## config.mk

```make
export PLATFORM = sky130hd
export DESIGN_NAME = note_player_flat
export DESIGN_NICKNAME = d
export VERILOG_FILES = /design/src/rtl/note_player_if.sv /design/src/rtl/note_player.sv /design/src/flat_wrapper.sv
export SDC_FILE = /design/constraint.sdc
export NUM_CORES = 1
export LEC_CHECK = 0
export BUFFER_PORTS_ARGS = -buffer_cell sky130_fd_sc_hd__buf_4
export CAP_MARGIN = 20
export CORE_ASPECT_RATIO = 1.25
export CORE_UTILIZATION = 30
export DETAILED_ROUTE_END_ITERATION = 10
export PLACE_DENSITY_LB_ADDON = 0.3
export SYNTH_ARGS = -nofsm -noshare
export SYNTH_HDL_FRONTEND = slang
export SYNTH_SLANG_ARGS = --single-unit
```

## constraint.sdc

```tcl
create_clock -name clk -period 2.1 [get_ports clk]
set_input_delay 0 -clock clk [delete_from_list [all_inputs] [get_ports clk]]
set_output_delay 0 -clock clk [all_outputs]
set_load 0.05 [all_outputs]
```

## src/rtl/note_player_if.sv

```systemverilog
// rtl/note_player_if.sv - note_player control, frequency-ROM and sample-path signal bundle
interface note_player_if #(
  parameter int STEP_BITS = 20,
  parameter int ADDR_BITS = 10
);
  logic                 play;
  logic                 new_note;
  logic [5:0]           note;
  logic [5:0]           duration;
  logic                 beat;
  logic                 generate_next_sample;
  logic [STEP_BITS-1:0] step_size;
  logic [5:0]           freq_addr;
  logic [ADDR_BITS-1:0] phase_addr;
  logic                 muted;
  logic                 note_done;

  modport master (
    output play, new_note, note, duration, beat, generate_next_sample, step_size,
    input  freq_addr, phase_addr, muted, note_done
  );

  modport slave (
    input  play, new_note, note, duration, beat, generate_next_sample, step_size,
    output freq_addr, phase_addr, muted, note_done
  );
endinterface

```

## src/rtl/note_player.sv

```systemverilog
// rtl/note_player.sv - plays one note: fetches its phase step, runs the phase accumulator
// for the note's beat count, then pulses note_done back to the song reader.
module note_player #(
  parameter int PHASE_BITS = 22,
  parameter int STEP_BITS  = 20,
  parameter int ADDR_BITS  = 10
) (
  input  logic          clk,
  input  logic          reset,
  note_player_if.slave  bus
);

  typedef enum logic [2:0] {
    S_IDLE,
    S_FETCH,
    S_LATCH,
    S_PLAY,
    S_DONE
  } state_e;

  state_e                state_q, state_d;
  logic [5:0]            freq_addr_q, freq_addr_d;
  logic [5:0]            note_q, note_d;
  logic [5:0]            remaining_q, remaining_d;
  logic [STEP_BITS-1:0]  step_q, step_d;
  logic [PHASE_BITS-1:0] phase_q, phase_d;

  always_ff @(posedge clk) begin
    if (reset) begin
      state_q     <= S_IDLE;
      freq_addr_q <= '0;
      note_q      <= '0;
      remaining_q <= '0;
      step_q      <= '0;
      phase_q     <= '0;
    end else begin
      state_q     <= state_d;
      freq_addr_q <= freq_addr_d;
      note_q      <= note_d;
      remaining_q <= remaining_d;
      step_q      <= step_d;
      phase_q     <= phase_d;
    end
  end

  always_comb begin
    state_d     = state_q;
    freq_addr_d = freq_addr_q;
    note_d      = note_q;
    remaining_d = remaining_q;
    step_d      = step_q;
    phase_d     = phase_q;

    case (state_q)
      S_IDLE: begin
        if (bus.new_note) begin
          freq_addr_d = bus.note;
          note_d      = bus.note;
          remaining_d = bus.duration;
          state_d     = S_FETCH;
        end
      end
      S_FETCH: state_d = S_LATCH;
      S_LATCH: begin
        // A rest keeps a zero step so the accumulator stays parked at 0.
        step_d  = (note_q == 6'd0) ? '0 : bus.step_size;
        phase_d = '0;
        state_d = (remaining_q == 6'd0) ? S_DONE : S_PLAY;
      end
      S_PLAY: begin
        if (bus.play && bus.generate_next_sample) begin
          phase_d = phase_q + PHASE_BITS'(step_q);
        end
        if (bus.play && bus.beat) begin
          if (remaining_q == 6'd1) begin
            state_d = S_DONE;
          end else begin
            remaining_d = remaining_q - 6'd1;
          end
        end
      end
      S_DONE:  state_d = S_IDLE;
      default: state_d = S_IDLE;
    endcase
  end

  assign bus.freq_addr  = freq_addr_q;
  assign bus.phase_addr = phase_q[PHASE_BITS-1 -: ADDR_BITS];
  assign bus.note_done  = (state_q == S_DONE);
  assign bus.muted      = !((state_q == S_PLAY) && bus.play && (note_q != 6'd0));

endmodule

```

## src/flat_wrapper.sv

```systemverilog
// flat-port wrapper written by rule: the top's interface ports become plain ports
module note_player_flat 
#(
  parameter int PHASE_BITS = 22,
  parameter int STEP_BITS  = 20,
  parameter int ADDR_BITS  = 10
)
  (clk, reset, bus_play, bus_new_note, bus_note, bus_duration, bus_beat, bus_generate_next_sample, bus_step_size, bus_freq_addr, bus_phase_addr, bus_muted, bus_note_done);
  note_player_if #(.STEP_BITS(STEP_BITS), .ADDR_BITS(ADDR_BITS)) bus_i ();
  input  logic clk;
  input  logic reset;
  input wire logic [$bits(bus_i.play)-1:0] bus_play;
  input wire logic [$bits(bus_i.new_note)-1:0] bus_new_note;
  input wire logic [$bits(bus_i.note)-1:0] bus_note;
  input wire logic [$bits(bus_i.duration)-1:0] bus_duration;
  input wire logic [$bits(bus_i.beat)-1:0] bus_beat;
  input wire logic [$bits(bus_i.generate_next_sample)-1:0] bus_generate_next_sample;
  input wire logic [$bits(bus_i.step_size)-1:0] bus_step_size;
  output wire logic [$bits(bus_i.freq_addr)-1:0] bus_freq_addr;
  output wire logic [$bits(bus_i.phase_addr)-1:0] bus_phase_addr;
  output wire logic [$bits(bus_i.muted)-1:0] bus_muted;
  output wire logic [$bits(bus_i.note_done)-1:0] bus_note_done;
  assign bus_i.play = bus_play;
  assign bus_i.new_note = bus_new_note;
  assign bus_i.note = bus_note;
  assign bus_i.duration = bus_duration;
  assign bus_i.beat = bus_beat;
  assign bus_i.generate_next_sample = bus_generate_next_sample;
  assign bus_i.step_size = bus_step_size;
  assign bus_freq_addr = bus_i.freq_addr;
  assign bus_phase_addr = bus_i.phase_addr;
  assign bus_muted = bus_i.muted;
  assign bus_note_done = bus_i.note_done;
  note_player #(.PHASE_BITS(PHASE_BITS), .STEP_BITS(STEP_BITS), .ADDR_BITS(ADDR_BITS)) u_core (.clk(clk), .reset(reset), .bus(bus_i));
endmodule
```

==> flow_summary.toml, run 1 <==
[setup_path]
cp_max_fo = 3
crit_path_end_kind = "register"
worstPathCellList = "ha_1 > a211oi_2 > buf_4 > o21ai_2 > buf_4 > a21o_1 > a21o_1 > a21oi_2 > mux2_2 > nand3_1"
worstPathArrival_ps = 2410
critPathKind = "reg2reg"
slowest_stage = "mux2_2"
max_stage_delay_ps = 330
crit_family = "compound AO/OA/AOI/OAI gates"
cp.required_ps = 2370
reg2reg_slack_ps = -40
worst-path-buf-inv = 2
start_kind = "register"

[detailed_routing]
ant_nets = 0
top_layer = "met4"
wl_met3_microns = 276
met1_length_microns = 3830
dr_wl_met2_microns = 4170
vias_per_cell = 5.03
num_vias = 3134
route.detailed.drc = 0
routedWlPerCell_microns = 13.7
dr.pass1.iters = 4
totalWireLength_microns = 8510
drt_iter0_markers = 157

[timing]
skew_ps = 5.75
fmax_mhz = 467
tightest_slew_ps = 534
maxSlewViolCount = 0
hold_viol = 0
setup_slack_ps = -40.4
fin_crit_ps = 2140
slew_headroom_pct = 64.3
rsz0062_at_grt = "yes"
finalCritPeriodShare_pct = 102
setup-violations-final = 4

[synth]
netlist_instances = 380
synth.distinct_cells = 52
synth_seq_cells = 57
async_flop_share_pct = 0
yosysTopAreaCell = "dfxtp_1"
ys_top_cells_by_count = "dfxtp_1 (57), nor2_1 (36), nand2_1 (33), a21oi_1 (27), o21ai_0 (25)"
synthTopCellsByArea = "dfxtp_1 (35%), ha_1 (8.9%), a22o_1 (6.0%)"
synth_top_area_share_pct = 35.3
yosys_warnings = 0
syn_avg_cell_area_sq_um = 8.51
synth-edff-count = 0
syn_area_sq_um = 3230
yosysMostFrequentCell = "dfxtp_1"
synth_ff_type = "dfxtp_1"
synth.yosys.seq_area_share_pct = 35.3
synth_nets = 442

[power_and_ir_drop]
p_leak_uw = 0.00198
power_density_nw_per_um2 = 764
power_uw = 3600
ir_drop_mv = 0.434

[floorplan]
die_x_microns = 94.9
die_area_sq_um = 11200
die_h_microns = 118
ioPinCount = 56
start_util_pct = 30.6
core_area_sq_um = 10600
rows = 42

[final_layout]
drive_gt1_share_pct = 30.8
synthToLayoutAreaGrowth_pct = 45.6
antennaDiodeCount = 0
utilization_pct = 44.6
nets = 549

[job]
cap_violations = 0

[cts]
numCtsBuffers = 9
clkSlewWorstSetupHoldPaths_ps = 50
clock_sinks = 57
cts_buffer_depth = 2
cts_root_buf = "clkbuf_16"
tritoncts = "built"
clkLatencyLatePin_ps = 330
cts-htree-levels = 3

[placed_design]
portBuffers = 55
gp_congestion = 0.840
dp_hpwl_microns = 6100

[worst_hold_path]
hold_path_class = "in2reg"

[global_route]
grt_pass1_vias = 2942
grt_max_degree = 28
grt_pass1_wl_microns = 13700
grtUsageTotal_pct = 15.7
antenna_found_initial = 0
gr-total-overflow = 0

[run_status]
status = "finished with violations"
violations = "negative setup slack"
-- worst reg2reg max path: stages (launching register included) --
cell,delay (ps)
dfxtp_1,320
ha_1,300
a211oi_2,230
buf_4,150
o21ai_2,70
buf_4,150
a21o_1,150
a21o_1,200
a21oi_2,140
mux2_2,330
nand3_1,60
-- cells by family after synthesis --
kind of cell    share of synthesized area [%]
buf+inv                                  5.88
flops                                    35.3
xor+xnor                                 2.44
mux                                      3.13
simple gates                             16.4
fa+ha+maj                                9.52
compound gates                           27.4
-- layer usage --
layer  vias to the layer above  track usage [%]
met1                      1443             19.1
met5                         -                0
met4                         0             7.67
met2                        66             25.7
li1                       1607                -
met3                        18             3.42
-- area by class of cell --
type,instances,area [sq um]
fill,1042,5850
multi-input combinational,286,2070
sequential,57,1150
timing repair buffer,122,985
clock buffer,12,256
tap,132,165
inverter,11,41.3
clock inverter,3,40.0
-- layout by cell type (no fill, tap or decap), drive strengths merged, types with 3 or more instances in the layout --
| cell | n |
|---|---|
| a211o | 4 |
| a211oi | 9 |
| a21o | 7 |
| a21oi | 28 |
| a22o | 22 |
| buf | 96 |
| clkbuf | 12 |
| dfxtp | 57 |
| dlygate4sd3 | 26 |
| ha | 23 |
| inv | 11 |
| mux2i | 9 |
| nand2 | 33 |
| nand2b | 3 |
| nand3 | 15 |
| nor2 | 36 |
| nor2b | 5 |
| nor3 | 3 |
| nor3b | 3 |
| o211ai | 6 |
| o21a | 6 |
| o21ai | 28 |
| o31ai | 4 |
| or2 | 3 |
| or3 | 5 |
| xnor2 | 4 |
| xor2 | 5 |
-- registers in the layout, summed over array words and instances (netlist names) --
| name | cells |
|---|---|
| u_core.phase_q | 22 |
| u_core.note_q | 6 |
| u_core.remaining_q | 6 |
| u_core.step_q | 20 |
| u_core.state_q | 3 |
-- per-stage QoR --
stage	area (sq um)	hold WS [ps]	TNS, ps	worst slack [ps]	std cells
after floorplan	3250	126	0	35.3	380
after global placement	3970	211	-408	-72.9	578
after detailed placement	3970	214	-731	-123	578
after CTS	4620	9.60	-78.0	-38.9	623
after global routing	4710	25.1	-1010	-167	623
final	4710	9.58	-113	-40.4	623
-- path summary, 6_finish.rpt --
| check | from | to | cells past startpoint |
|---|---|---|---|
| worst max-delay path | u_core.phase_q[1] | u_core.phase_q[9] | 10 |
| worst max register to register | u_core.phase_q[1] | u_core.phase_q[9] | 10 |
| worst min-delay path | bus_new_note | u_core.state_q[0] | 3 |
| worst min register to register | u_core.phase_q[10] | u_core.phase_q[10] | 2 |
-- repair_timing --
| action | CTS | global route |
|---|---|---|
| hold buffers | 26 | 0 |
| setup buffers | 4 | 1 |
| pin swaps | 8 | 20 |
| endpoints found under the hold margin | 26 | 0 |
| gates cloned | 0 | 0 |
| gates resized for setup | 18 | 22 |
| setup endpoints to repair | 10 | 17 |
-- where the power goes --
part | internal, uW | leakage (uW) | switching, uW
Sequential | 1190 | 0.000465 | 98.1
Combinational | 384 | 0.00137 | 482
Clock | 970 | 0.000148 | 479
No activity file was read; power rests on OpenSTA's default activity.
==> run 2, diff against run 1 <==
--- a/config.mk
+++ b/config.mk
@@ -5,6 +5,7 @@
 export SDC_FILE = /design/constraint.sdc
 export NUM_CORES = 1
 export LEC_CHECK = 0
+export ABC_AREA = 1
 export BUFFER_PORTS_ARGS = -buffer_cell sky130_fd_sc_hd__buf_4
 export CAP_MARGIN = 20
 export CORE_ASPECT_RATIO = 1.25
==> run 2 against run 1 <==
Net effect:
- the run now ends clean
- cell count is 30% higher
- first-iteration DRC count down 26%
- highest routed layer unchanged
- critical path type unchanged
- total power grew 17%
==> flow_summary.toml, run 2 <==
[run_status]
status = "complete, no violations"

[power_and_ir_drop]
pwr-share-seq_pct = 32.8
p_comb_share_pct = 29.9
power_density_nw_per_um2 = 875
clockPowerShare_pct = 37.4
internal_power_uw = 2790
p_sw_share_pct = 33.7
switchingPower_uw = 1420
p_leak_uw = 0.00230
ir_drop_mv = 0.416

[placed_design]
dp_hpwl_microns = 6910
numPlacedInstances = 760
dp_slack_ps = -5.61
portBuffers = 55
gp_congestion = 0.877

[timing]
finalCritPeriodShare_pct = 93.4
fmax_mhz = 510
setup_slack_ps = 138
setup-violations-final = 0
skew_ps = 7.19
tightest_slew_ps = 449
fin_crit_ps = 1960
hold_viol = 0
maxSlewViolCount = 0
final.setup.tns_ps = 0
slew_headroom_pct = 70.1

[synth]
synthTopCellsByArea = "dfxtp_1 (32%), nand2_1 (18%), ha_1 (8.1%)"
synth_top_area_share_pct = 31.9
synth.distinct_cells = 32
yosysMostFrequentCell = "nand2_1"
synth_seq_cells = 57
yosysTopAreaCell = "dfxtp_1"
syn_avg_cell_area_sq_um = 6.38
synth.yosys.seq_area_share_pct = 31.9
ys_top_cells_by_count = "nand2_1 (176), inv_1 (73), dfxtp_1 (57), a21oi_1 (50), nor2_1 (40)"
syn_area_sq_um = 3570
synth_ff_type = "dfxtp_1"
netlist_instances = 560
yosys_warnings = 0
synth-edff-count = 0
synth_nets = 622
async_flop_share_pct = 0

[final_layout]
top_register = "u_core.phase_q"
final_common_cell = "nand2_1"
antennaDiodeCount = 0
nets = 709
largest_reg_flops = 22
final_cell_mix = "nand2_1 (172), inv_1 (72), buf_4 (61)"
synthToLayoutAreaGrowth_pct = 34.3
drive_gt1_share_pct = 15.2
layout.cells.non_filler = 811
reg_top3 = "u_core.phase_q (22), u_core.step_q (20)"

[cts]
clkSlewWorstSetupHoldPaths_ps = 50
numCtsBuffers = 9
clock_sinks = 57
cts_root_buf = "clkbuf_16"
clkLatencyLatePin_ps = 330
cts_buffer_depth = 2
cts-htree-levels = 3
tritoncts = "built"

[detailed_routing]
route.detailed.drc = 0
dr.pass1.iters = 4
vias_per_cell = 4.59
ant_nets = 0
routedWlPerCell_microns = 11.6
totalWireLength_microns = 9390
drt_iter0_markers = 116
num_vias = 3725

[setup_path]
cp_max_fo = 3
crit_start = "u_core.phase_q[0]"
crit_path_end_kind = "register"
worstPathCellList = "ha_2 > inv_1 > fa_1 > inv_2 > nand2_2 > o21ai_4 > nand2_1 > nand2_2 > buf_4 > buf_4 > a21oi_1 > o21ai_1 > a21oi_1"
r2r-start = "u_core.phase_q[0]"
r2r-end = "u_core.phase_q[8]"
critPathKind = "reg2reg"
endpoint = "u_core.phase_q[8]"
slowest_stage = "fa_1"
start_kind = "register"
max_stage_delay_ps = 370
reg2reg_depth = 13
cp.required_ps = 2300
reg2reg_slack_ps = 140
worstPathArrival_ps = 2170

[global_route]
grt_use_met3_pct = 2.75
grt_pass1_vias = 3634
grt_util_met2_pct = 30.4
top_usage_layer = "met2"
met1_usage_pct = 16.9
grtUsageTotal_pct = 16.1
gr-total-overflow = 0
grt_pass1_wl_microns = 15600
antenna_found_initial = 0
grt_max_degree = 28

[floorplan]
die_h_microns = 124
ioPinCount = 56
core_area_sq_um = 11600
rows = 44
die_area_sq_um = 12400
die_x_microns = 99.6
start_util_pct = 30.8

[worst_hold_path]
hold_path_class = "in2reg"

[job]
cap_violations = 0
[run 2: worst max-delay path, delay by kind of cell, from the launching register on]
family	cells	cell delay, ps
buf+inv	4	320
simple gates	3	260
flops	1	330
compound gates	4	370
fa+ha+maj	2	550
[run 2: worst min-delay path by stage]
stage / cells past startpoint / from / end / slack (ps)
after floorplan: 2 / bus_step_size[10] / u_core.step_q[10] / 140
after global placement: 3 / bus_duration[1] / u_core.remaining_q[1] / 240
after detailed placement: 3 / bus_step_size[14] / u_core.step_q[14] / 250
after CTS: 5 / bus_duration[2] / u_core.remaining_q[2] / 50
after global routing: 2 / reset / u_core.state_q[1] / 70
final: 2 / reset / u_core.step_q[18] / 60
[run 2: what timing repair did]
item	4_1_cts	5_1_grt
pin swaps	0	1
hold buffers	34	0
endpoints found under the hold margin	30	0
gates resized for setup	1	9
endpoints found under the setup margin	1	2
setup buffers	0	3
[run 2: layer usage]
layer / vias up / routed length [microns]
met5: - / 0
met4: 0 / 256
met3: 18 / 266
met2: 64 / 4770
met1: 1677 / 4090
li1: 1966 / -
[run 2: cells by family (layout without fill, tap and decap cells)]
logic type / after synthesis / count (layout) / synth area share, %
compound gates: 104 / 104 / 15.2
fa+ha+maj: 24 / 24 / 8.62
buf+inv: 101 / 191 / 11.9
flops: 57 / 57 / 31.9
simple gates: 274 / 274 / 32.3
[run 2: power groups by stage]
stage	logic, uW	registers, uW	clock network (uW)
after floorplan	822	1440	0
after global placement	1160	1390	0
after detailed placement	1190	1400	0
after CTS	1260	1370	1620
after global routing	1420	1400	1640
final	1260	1380	1570
[run 2: cell type report]
cell class | instances | area, sq um
Clock inverter | 3 | 65.1
Fill cell | 1289 | 6820
Timing Repair Buffer | 95 | 798
Sequential cell | 57 | 1140
Multi-Input combinational cell | 402 | 2030
Tap cell | 161 | 201
Clock buffer | 11 | 253
Inverter | 82 | 308
[run 2: stage by stage]
stage               hold WS (ps)  power (uW)  utilization [%]  instance area, sq um
global placement             240        2550             35.2                  4090
global route                72.1        4450             41.3                  4800
CTS                         47.3        4250             40.9                  4750
finish                      57.8        4200             41.3                  4800
detailed placement           247        2590             35.2                  4090
floorplan                    138        2270                -                  3570
